**src/rtl/puf_measure_ctrl.sv**
```systemverilog
// Sequencer for one RO-PUF pair of edge counters: clear, count window, wait for both
// done pulses, settle, then compare and shift one response bit per challenge pair.
module puf_measure_ctrl #(
    parameter int NUM_BITS   = 32,
    parameter int CNT_W      = 32,
    parameter int WINDOW     = 1024,
    parameter int CLR_CYC    = 4,
    parameter int SETTLE_CYC = 4,
    parameter int TIMEOUT    = 64,
    localparam int IDX_W     = (NUM_BITS > 1) ? $clog2(NUM_BITS) : 1
) (
    input  logic                clk,
    input  logic                rst,
    input  logic                start,
    input  logic                abort,
    output logic [IDX_W-1:0]    pair_idx,
    output logic                ro_en,
    output logic                cnt_clear,
    output logic                cnt_ctrl,
    input  logic                cnt_done_a,
    input  logic                cnt_done_b,
    input  logic [CNT_W-1:0]    cnt_a,
    input  logic [CNT_W-1:0]    cnt_b,
    output logic                busy,
    output logic                valid,
    output logic                err,
    output logic [7:0]          tie_cnt,
    output logic [NUM_BITS-1:0] response
);

    typedef enum logic [2:0] {
        S_IDLE, S_CLEAR, S_COUNT, S_WAIT, S_SETTLE, S_COMPARE, S_DONE
    } state_t;

    state_t              state_q, state_d;
    logic [31:0]         cyc_q, cyc_d;
    logic                done_a_q, done_a_d, done_b_q, done_b_d;
    logic [IDX_W-1:0]    idx_q, idx_d;
    logic [NUM_BITS-1:0] resp_q, resp_d;
    logic [7:0]          tie_q, tie_d;
    logic                err_q, err_d, valid_q, valid_d;
    logic                ro_en_q, ro_en_d, clr_q, clr_d, ctrl_q, ctrl_d, busy_q, busy_d;
    logic                got_a, got_b;

    always_comb begin
        state_d  = state_q;
        cyc_d    = cyc_q + 32'd1;
        done_a_d = done_a_q;
        done_b_d = done_b_q;
        idx_d    = idx_q;
        resp_d   = resp_q;
        tie_d    = tie_q;
        err_d    = err_q;
        valid_d  = valid_q;
        got_a    = done_a_q | cnt_done_a;
        got_b    = done_b_q | cnt_done_b;

        case (state_q)
            S_IDLE, S_DONE: begin
                if (start) begin
                    state_d = S_CLEAR;
                    cyc_d   = '0;
                    resp_d  = '0;
                    tie_d   = '0;
                    err_d   = 1'b0;
                    valid_d = 1'b0;
                    idx_d   = '0;
                end
            end
            S_CLEAR: begin
                if (cyc_q == 32'(CLR_CYC - 1)) begin
                    state_d  = S_COUNT;
                    cyc_d    = '0;
                    done_a_d = 1'b0;
                    done_b_d = 1'b0;
                end
            end
            S_COUNT: begin
                if (cyc_q == 32'(WINDOW - 1)) begin
                    state_d = S_WAIT;
                    cyc_d   = '0;
                end
            end
            S_WAIT: begin
                // Done pulses arrive from slow RO domains, possibly far apart.
                done_a_d = got_a;
                done_b_d = got_b;
                if (got_a && got_b) begin
                    state_d = S_SETTLE;
                    cyc_d   = '0;
                end else if (cyc_q == 32'(TIMEOUT - 1)) begin
                    state_d = S_IDLE;
                    err_d   = 1'b1;
                    resp_d  = '0;
                end
            end
            S_SETTLE: begin
                if (cyc_q == 32'(SETTLE_CYC - 1)) begin
                    state_d = S_COMPARE;
                end
            end
            S_COMPARE: begin
                resp_d[idx_q] = (cnt_a > cnt_b);
                if ((cnt_a == cnt_b) && (tie_q != 8'hFF)) begin
                    tie_d = tie_q + 8'd1;
                end
                if (idx_q == IDX_W'(NUM_BITS - 1)) begin
                    state_d = S_DONE;
                    valid_d = 1'b1;
                end else begin
                    idx_d   = idx_q + IDX_W'(1);
                    state_d = S_CLEAR;
                    cyc_d   = '0;
                end
            end
            default: state_d = S_IDLE;
        endcase

        if (abort) begin
            state_d = S_IDLE;
            valid_d = 1'b0;
            resp_d  = '0;
            idx_d   = '0;
        end

        // Control outputs are decoded from the next state so they register in step with it.
        ro_en_d = (state_d == S_CLEAR) || (state_d == S_COUNT) || (state_d == S_WAIT);
        clr_d   = (state_d == S_CLEAR);
        ctrl_d  = (state_d == S_COUNT);
        busy_d  = (state_d != S_IDLE) && (state_d != S_DONE);
    end

    always_ff @(posedge clk or negedge rst) begin
        if (!rst) begin
            state_q  <= S_IDLE;
            cyc_q    <= '0;
            done_a_q <= 1'b0;
            done_b_q <= 1'b0;
            idx_q    <= '0;
            resp_q   <= '0;
            tie_q    <= '0;
            err_q    <= 1'b0;
            valid_q  <= 1'b0;
            ro_en_q  <= 1'b0;
            clr_q    <= 1'b0;
            ctrl_q   <= 1'b0;
            busy_q   <= 1'b0;
        end else begin
            state_q  <= state_d;
            cyc_q    <= cyc_d;
            done_a_q <= done_a_d;
            done_b_q <= done_b_d;
            idx_q    <= idx_d;
            resp_q   <= resp_d;
            tie_q    <= tie_d;
            err_q    <= err_d;
            valid_q  <= valid_d;
            ro_en_q  <= ro_en_d;
            clr_q    <= clr_d;
            ctrl_q   <= ctrl_d;
            busy_q   <= busy_d;
        end
    end

    assign pair_idx  = idx_q;
    assign ro_en     = ro_en_q;
    assign cnt_clear = clr_q;
    assign cnt_ctrl  = ctrl_q;
    assign busy      = busy_q;
    assign valid     = valid_q;
    assign err       = err_q;
    assign tie_cnt   = tie_q;
    assign response  = resp_q;

endmodule

```
**config.mk**
```make
export PLATFORM = sky130hd
export DESIGN_NAME = puf_measure_ctrl
export DESIGN_NICKNAME = d
export VERILOG_FILES = /design/src/rtl/puf_measure_ctrl.sv
export SDC_FILE = /design/constraint.sdc
export NUM_CORES = 1
export LEC_CHECK = 0
export ABC_CLOCK_PERIOD_IN_PS = 1900
export CORE_MARGIN = 4
export CORE_UTILIZATION = 48
export CTS_BUF_LIST = sky130_fd_sc_hd__clkbuf_8
export CTS_CLUSTER_SIZE = 8
export DETAILED_ROUTE_END_ITERATION = 10
export GPL_ROUTABILITY_DRIVEN = 0
export PLACE_DENSITY = 0.79
export SLEW_MARGIN = 10
export SYNTH_ARGS = -nofsm -noshare
export SYNTH_HDL_FRONTEND = slang
export SYNTH_SLANG_ARGS = --single-unit
```
**constraint.sdc**
```tcl
create_clock -name clk -period 1.9 [get_ports clk]
set_input_delay 0.475 -clock clk [delete_from_list [all_inputs] [get_ports clk]]
set_output_delay 0.475 -clock clk [all_outputs]
set_load 0.01 [all_outputs]
```
==> impl_metrics.ini, run 1 <==
[outcome]
outcome = finished with violations
violations = negative setup slack

[sta]
max_clock_freq_mhz = 424.0
rsz0062_at_grt = true
setup_viol = 78
relSlewSlack = 0.6131
tightest_slew_ps = 579.2
fin_ws_ps = -458.3
post-route-period-util = 1.241
fin_worst_skew_ps = 21.11
period_needed_ps = 2358
drv_slew = 0
hold_viol = 0

[setup_path]
worstSetupPathType = register to register
worstSetupStartpointType = register
critPathMostFrequentCell = buf_4
slowest_delay_ps = 380
crit_required_ps = 2180
arrival_ps = 2640
crit_chain = ha_1, nand2b_1, nor4_2, nor3b_4, buf_4, mux2i_1, and3_4, buf_4, nor2_4
cp.buffers_inverters = 2
critPathTopFamily = simple AND/OR/NAND/NOR gates
cp_max_fo = 5
critPathCaptureType = register
crit_slowest_cell = dfrtp_1

[global_routing]
grt_max_degree = 34
grt_pass1_vias = 6333
overflow = 0
antenna_found_initial = 0
grt_pass1_wl_um = 31240
grt_usage = 0.2930

[synthesis]
ys_types = 61
postSynthCellCount = 628
synth_simple_gate_area_frac = 0.2270
yosys-top-cells-area = dfrtp_1 (39%), ha_1 (8.7%), o21ai_0 (4.4%), nor2_1 (4.0%), a21oi_1 (3.9%)
synthArstFlopShare = 1.000
yosysTopAreaCell = dfrtp_1
yosysTopAreaCellShare = 0.3914
synth_top_family_by_area = simple AND/OR/NAND/NOR gates
synth_flop_cell = dfrtp_1
syn_avg_cell_area_um2 = 8.960
synth_compound_area_frac = 0.1568
synth_edf_count = 0
muxShareOfSynthArea = 0.001779
syn-num-nets = 737
yosysSeqAreaShare = 0.3914
synth_xor_area_frac = 0.05604
synth-adder-area-share = 0.08850
syn_area_mm2 = 0.005627
synth.ff_latch_count = 88
yosysWarnings = 0

[min_path]
hp-class = primary input to asynchronous set/reset pin

[placed_design]
placedCellCount = 953
dp_hpwl_um = 11570
port_buffers = 120

[clock_network]
clkSlewWorstSetupHoldPaths_ps = 110
clkSinkCount = 88
root_buffer = clkbuf_8
clk_latency_ps = 400
cts-buffers-inserted = 9
cts_tree = done
clock_path_buffers = 2
htree_levels = 3

[finish]
syn_to_final_growth_pct = 65.35
drive_gt1_frac = 0.4740
multiInputGateArea_mm2 = 0.004135
nNetsFinal = 969
fin_cells = 1008
final_util = 0.8113
regArea_mm2 = 0.002206
antenna_cells = 0
layout_common_cells = buf_4 (116), dfrtp_1 (85), clkdlybuf4s50_1 (49), nand2_1 (47), buf_6 (38)
final_common_cell = buf_4
nFillCells = 560

[floorplanning]
die_h_um = 116.3
rows = 39
die_area_mm2 = 0.01352
core-area_mm2 = 0.01147
io-pin-count = 121
start_util = 0.4907
die_x_um = 116.3

[power]
p_leak_nw = 4.006
ir_drop_mv = 0.6342
p_per_area_mw_per_mm2 = 570.1

[route]
postRouteAntennaNets = 0
wl_per_cell_um = 23.95
drc = 0
totalWireLength_um = 24140
dr.pass1.iters = 5
viasPerCell = 6.481
drt_iter0_drc = 724
vias = 6533

[job]
drv_cap = 0
==> routing by layer <==
layer  GRT usage  wire [µm]  vias to the layer above
met5           0          0                        -
met1      0.3333       8231                     3147
met2      0.5099      11890                      513
li1            -          -                     2677
met4      0.1709       2184                        0
met3     0.05751       1839                      196
==> final cells by class <==
class	instances	area share
sequential	88	0.2371
multi-input combinational	465	0.4445
timing repair buffer	253	0.2511
inverter	43	0.02138
clock inverter	7	0.01345
clock buffer	9	0.01331
tap	143	0.01923
==> through the flow <==
step / area, µm² / hold WS (ps) / TNS [ps] / setup slack [ps] / total power [mW]
global placement: 7576 / 458.3 / -41410 / -886.9 / 2.946
finish: 9304 / 31.47 / -23290 / -458.3 / 5.304
global route: 9304 / 60.54 / -27770 / -561.1 / 5.486
detailed placement: 7576 / 460.4 / -47680 / -1013 / 2.997
CTS: 8710 / 56.68 / -8240 / -194.0 / 4.981
floorplan: 5725 / 179.4 / -8623 / -273.5 / 2.524
==> path summary, 6_finish.rpt <==
check                                               from                  endpoint  slack [ps]  cells after the start
worst max-delay path                  cyc_q[0]$_DFF_PN0_      state_q[0]$_DFF_PN0_        -460                      9
worst min-delay path                                 rst  response[11]$_DFFE_PN0P_          30                      1
worst max register to register        cyc_q[0]$_DFF_PN0_      state_q[0]$_DFF_PN0_        -460                      9
worst min register to register  response[17]$_DFFE_PN0P_  response[17]$_DFFE_PN0P_         510                      2
max in group asynchronous                            rst      done_a_q$_DFFE_PN0P_        1200                      2
min in group clk                response[17]$_DFFE_PN0P_  response[17]$_DFFE_PN0P_         510                      2
==> state kept, by name (all words and copies together) (netlist names) <==
| signal | flops |
|---|---|
| tie_cnt | 8 |
| valid | 1 |
| state_q | 3 |
| cnt_clear | 1 |
| ro_en | 1 |
| response | 32 |
| pair_idx | 5 |
| done_b_q | 1 |
| done_a_q | 1 |
| err | 1 |
| cyc_q | 32 |
| busy | 1 |
| cnt_ctrl | 1 |
==> report_power, final <==
group / total [mW] / switching (mW) / leakage (nW) / internal (mW)
Combinational: 1.62 / 0.859 / 2.67 / 0.762
Clock: 1.68 / 0.787 / 0.125 / 0.890
Sequential: 2.01 / 0.0617 / 1.21 / 1.94
==> logic make-up (layout without fill, tap and decap cells) <==
family                     count (synthesis)  count (layout)
DFF                                       88              88
buffers and inverters                     75             312
xor gates and xnor gates                  36              36
and+or+nand+nor                          233             233
adders and majority gates                 40              40
AOI/OAI and AO/OA                        155             155
muxes                                      1               1
==> cell usage after synthesis (4+ instances only) <==
library cell and count:
a21oi_1 44, a31oi_1 8, and2_1 12, and3_1 10
and4_1 4, buf_2 4, buf_6 8, clkbuf_1 6
clkbuf_8 9, dfrtp_1 88, ha_1 39, inv_1 43
nand2_1 47, nand2b_1 7, nand3_1 26, nand4_1 18
nor2_1 60, nor2b_1 12, nor3_1 8, nor4_1 7
o21ai_0 50, o21ai_1 26, o31ai_1 7, xnor2_1 18
xor2_1 18
==> timing repair <==
action,in CTS,in global routing
pin swaps,61,57
endpoints found under the setup margin,83,85
resized for setup,360,186
buffers inserted,21,17
hold buffers,0,0
gates cloned,6,0
No activity file was read; power rests on OpenSTA's default activity.
==> inputs of run 2 (changes only) <==
- SKIP_CTS_REPAIR_TIMING: unset -> 1
==> run 2 against run 1 <==
The flow still finishes with violations (negative setup slack). Worst hold slack gained 3.3 ps. Sequential power is essentially flat. Final area shrank 8.0%. Die area is the same. Maximum frequency shrank 11%. Clock skew shrank 4.2 ps. Combinational power shrank 32%. Critical path type is now primary input to register. Critical endpoint is now response[11]$_DFFE_PN0P_. Largest power group unchanged.
==> impl_metrics.ini, run 2 (synthesis results as in run 1) <==
[sta]
fin_ws_ps = -739.5
relSlewSlack = 0.6711
hold_viol = 0
tightest_slew_ps = 492.3
hold_slack_ps = 34.79
post-route-period-util = 1.389
fin_setup_tns_ps = -26550
fin_worst_skew_ps = 16.88
setup_viol = 79
rsz0062_at_grt = true
period_needed_ps = 2639
max_clock_freq_mhz = 378.9
drv_slew = 0

[clock_network]
root_buffer = clkbuf_8
clock_path_buffers = 2
cts_tree = done
clk_latency_ps = 380
clkSlewWorstSetupHoldPaths_ps = 100
cts-buffers-inserted = 9
clkSinkCount = 88
htree_levels = 3

[finish]
nNetsFinal = 938
final_util = 0.7461
layout_common_cells = buf_4 (92), dfrtp_1 (85), clkdlybuf4s50_1 (76), nor2_1 (58), nand2_1 (47)
syn_to_final_growth_pct = 52.06
fin_area_mm2 = 0.008556
fin_cells = 979
drive_gt1_frac = 0.2662
final_common_cell = buf_4

[power]
p_leak_nw = 4.097
p_per_area_mw_per_mm2 = 553.1
ir_drop_mv = 0.6235
power_mw = 4.732

[route]
totalWireLength_um = 18660
viasPerCell = 5.944
wl_per_cell_um = 19.06
dr.pass1.iters = 6
postRouteAntennaNets = 0
vias = 5819
drc = 0
drt_iter0_drc = 519

[global_routing]
grt_pass1_wl_um = 25700
grt_pass1_vias = 5518
overflow = 0
antenna_found_initial = 2
grt_usage = 0.2351
grt_max_degree = 34

[setup_path]
crit_slowest_cell = clkdlybuf4s50_1
cp_max_fo = 8
worstSetupStartpointType = primary input
critPathCaptureType = register
reg2regPathDepth = 8
crit_required_ps = 2170
crit_chain = clkdlybuf4s50_1, inv_1, ha_4, nand4_1, buf_4, nor2_1, nand4_1, a31oi_4, a21oi_4, buf_12, buf_6, o41ai_2
arrival_ps = 2910
critPathMostFrequentCell = nand4_1
worstSetupPathType = primary input to register
slowest_delay_ps = 470

[outcome]
outcome = finished with violations
violations = negative setup slack

[floorplanning]
rows = 39
core-area_mm2 = 0.01147
die_area_mm2 = 0.01352
die_h_um = 116.3
die_x_um = 116.3
io-pin-count = 121
start_util = 0.4907

[placed_design]
placedCellCount = 953
port_buffers = 120
dp_hpwl_um = 11570
placed_area_mm2 = 0.007576
pre_cts_ws_ps = -1013

[min_path]
hp-class = primary input to asynchronous set/reset pin

[job]
drv_cap = 0
## run 2: cell count changes in the layout (fill, tap and decap cells not counted), moves of 21 or more
cell             change
dlymetal6s2s_1      +41
o21ai_0             +31
nor2_4              -26
nor2_1              +32
buf_4               -24
buf_6               -35
o21ai_2             -21
clkdlybuf4s50_1     +27
## run 2: final cells by class
class	count	area (µm²)
clock inverters	7	125.1
well taps	143	178.9
flip-flops and latches	88	2206
clock buffers	9	123.9
fillers	722	2912
inverters	43	181.4
multi-input cells	465	3542
repair buffers	222	2193
diodes	2	5.005
## run 2: worst paths after layout
kind	startpoint	endpoint	slack [ps]
setup / recovery	cnt_b[21]	response[11]$_DFFE_PN0P_	-740
hold / removal	rst	response[11]$_DFFE_PN0P_	30
setup reg to reg	state_q[1]$_DFF_PN0_	response[11]$_DFFE_PN0P_	-270
hold reg to reg	response[30]$_DFFE_PN0P_	response[30]$_DFFE_PN0P_	530
max in group asynchronous	rst	tie_cnt[3]$_DFFE_PN0P_	1200
min in group clk	response[30]$_DFFE_PN0P_	response[30]$_DFFE_PN0P_	530
## run 2: critical path, delay by kind of cell
family | cells | cell delay, ps
AOI/OAI and AO/OA | 3 | 630
adders and majority gates | 1 | 260
buffers and inverters | 5 | 1010
and+or+nand+nor | 3 | 540
## run 2: power by group
| part | switching [mW] | total (mW) | leakage [nW] | internal, mW |
|---|---|---|---|---|
| logic | 0.555 | 1.10 | 2.76 | 0.542 |
| registers | 0.0511 | 2.00 | 1.21 | 1.94 |
| clock network | 0.749 | 1.64 | 0.125 | 0.890 |
| total | 1.35 | 4.73 | 4.10 | 3.38 |
## run 2: metal layers
metal  routed length (µm)  global-route usage  vias to the layer above
met2                 9602              0.4260                      331
met4                  954             0.05568                        0
met3                 1210             0.04715                       93
li1                     -                   -                     2608
met1                 6897              0.2868                     2787
met5                    0                   0                        -
==> inputs of run 3 (changes only) <==
- SETUP_SLACK_MARGIN: unset -> 0.5
==> run 3 against run 2 <==
The flow still finishes with violations (negative setup slack). Wire length rose by 15%. Clock-buffer cell count did not move. Worst setup slack improved by 420 ps. Sequential cell count did not move. Utilization rose by 3.4 points. Maximum frequency rose by 19%. Sequential share of layout area fell by 1.0 points. Clock power fell by 15%. Worst hold slack improved by 460 ps. Total power fell by 2.9%. Via count rose by 5.3%. Highest routed layer unchanged.
==> impl_metrics.ini, run 3 (synthesis results as in run 1) <==
[setup_path]
worstSetupPathType = primary input to register
r2r_slack_ps = -280
critPathTopFamily = compound AO/OA/AOI/OAI gates
cp.depth = 11
slowest_delay_ps = 370
crit_path_end = response[28]$_DFFE_PN0P_
arrival_ps = 2470
crit_slowest_cell = a221oi_1
worstSetupStartpointType = primary input
r2r-start = cyc_q[17]$_DFF_PN0_
cp_max_fo = 8
reg2regPathDepth = 8
crit_start = cnt_b[28]
crit_required_ps = 2150
critPathCaptureType = register
cp.buffers_inverters = 4
regToRegEndpoint = cyc_q[2]$_DFF_PN0_
crit_chain = dlymetal6s2s_1, inv_1, ha_1, nand4_1, nor3_2, a221oi_1, o21ai_2, a21oi_4, buf_6, buf_12, o22ai_2

[sta]
relSlewSlack = 0.7236
tightest_slew_ps = 414.6
fin_worst_skew_ps = 17.01
post-route-period-util = 1.170
max_clock_freq_mhz = 449.7
hold_viol = 0
period_needed_ps = 2224
drv_slew = 0
fin_ws_ps = -323.8
rsz0062_at_grt = true
setup_viol = 78

[route]
viasPerCell = 6.069
drc = 0
drt_iter0_drc = 691
vias = 6130
wl_per_cell_um = 21.26
postRouteAntennaNets = 0
totalWireLength_um = 21470
dr.pass1.iters = 6

[finish]
nNetsFinal = 970
fin_area_mm2 = 0.008941
final_common_cell = buf_4
syn_to_final_growth_pct = 58.91
final_util = 0.7797
drive_gt1_frac = 0.4566
fin_cells = 1010
layout_common_cells = buf_4 (112), dfrtp_1 (80), clkbuf_2 (50), nand2_1 (46)

[placed_design]
port_buffers = 120
placedCellCount = 948
placed_area_mm2 = 0.007650
dp_hpwl_um = 11850

[clock_network]
clock_path_buffers = 2
htree_levels = 3
cts-buffers-inserted = 9
cts_tree = done
root_buffer = clkbuf_8
clkSinkCount = 88
clk_latency_ps = 370
clkSlewWorstSetupHoldPaths_ps = 80

[global_routing]
overflow = 0
grt_pass1_vias = 5385
antenna_found_initial = 2
grt_usage = 0.2329
grt_pass1_wl_um = 25460
grt_max_degree = 50

[floorplanning]
core-area_mm2 = 0.01147
start_util = 0.4907
die_h_um = 116.3
die_area_mm2 = 0.01352
rows = 39
die_x_um = 116.3
io-pin-count = 121

[job]
drv_cap = 0

[power]
ir_drop_mv = 0.4652
p_leak_nw = 4.296
p_per_area_mw_per_mm2 = 514.1

[outcome]
violations = negative setup slack
outcome = finished with violations

[min_path]
hp-class = register to register
## run 3: cell types whose count changed in the layout (fill, tap and decap cells not counted), moves of 6 or more
| cell | before | now |
|---|---|---|
| o21ai_0 | 45 | 12 |
| ha_1 | 16 | 10 |
| o21ai_1 | 17 | 27 |
| inv_2 | 15 | 21 |
| clkdlybuf4s50_1 | 76 | 3 |
| nor2_2 | 1 | 15 |
| o21ai_2 | 13 | 35 |
| clkbuf_2 | 0 | 50 |
| nor2_1 | 58 | 41 |
| buf_6 | 3 | 32 |
| buf_4 | 92 | 112 |
## run 3: routing by layer
metal / vias up / track usage / wire (µm)
li1: 2670 / - / -
met1: 2996 / 0.2952 / 7910
met2: 356 / 0.4024 / 11080
met3: 108 / 0.04249 / 1330
met4: 0 / 0.07579 / 1147
met5: - / 0 / 0
## run 3: how the worst min path moves through the flow
stage	to	start	depth (start not counted)	slack, ps
floorplan	busy$_DFF_PN0_	rst	0	180
global placement	response[29]$_DFFE_PN0P_	rst	1	380
detailed placement	response[29]$_DFFE_PN0P_	rst	1	380
CTS	response[29]$_DFFE_PN0P_	rst	1	-10
global route	response[30]$_DFFE_PN0P_	response[30]$_DFFE_PN0P_	2	520
finish	response[30]$_DFFE_PN0P_	response[30]$_DFFE_PN0P_	2	500
## run 3: through the flow
step / worst slack (ps) / power [mW] / TNS (ps) / hold slack [ps]
6_report: -323.8 / 4.597 / -19080 / 498.0
5_1_grt: -358.8 / 4.788 / -23370 / 517.5
4_1_cts: -607.3 / 4.352 / -29540 / -11.79
3_5_place_dp: -995.1 / 2.996 / -45820 / 383.8
3_3_place_gp: -892.6 / 2.949 / -40030 / 376.5
2_1_floorplan: -273.5 / 2.558 / -8633 / 179.4
## run 3: worst register-to-register path: stages (launching register included)
cell       delay, ps
dfrtp_1          430
nor4_4           370
nand3_2          180
buf_6            170
nor3b_4          260
o22ai_2          150
a21oi_4          250
clkbuf_16        220
nor2_2            40
## run 3: layout make-up
| type | count | area (µm²) |
|---|---|---|
| flip-flops and latches | 88 | 2212 |
| well taps | 143 | 178.9 |
| clock buffers | 9 | 123.9 |
| clock inverters | 6 | 78.83 |
| fillers | 667 | 2526 |
| multi-input cells | 465 | 3879 |
| repair buffers | 254 | 2280 |
| diodes | 2 | 5.005 |
| inverters | 43 | 183.9 |
## run 3: power by group
part	switching, mW	total [mW]	internal [mW]
registers	0.0681	2.01	1.94
logic	0.623	1.20	0.574
clock network	0.667	1.39	0.720
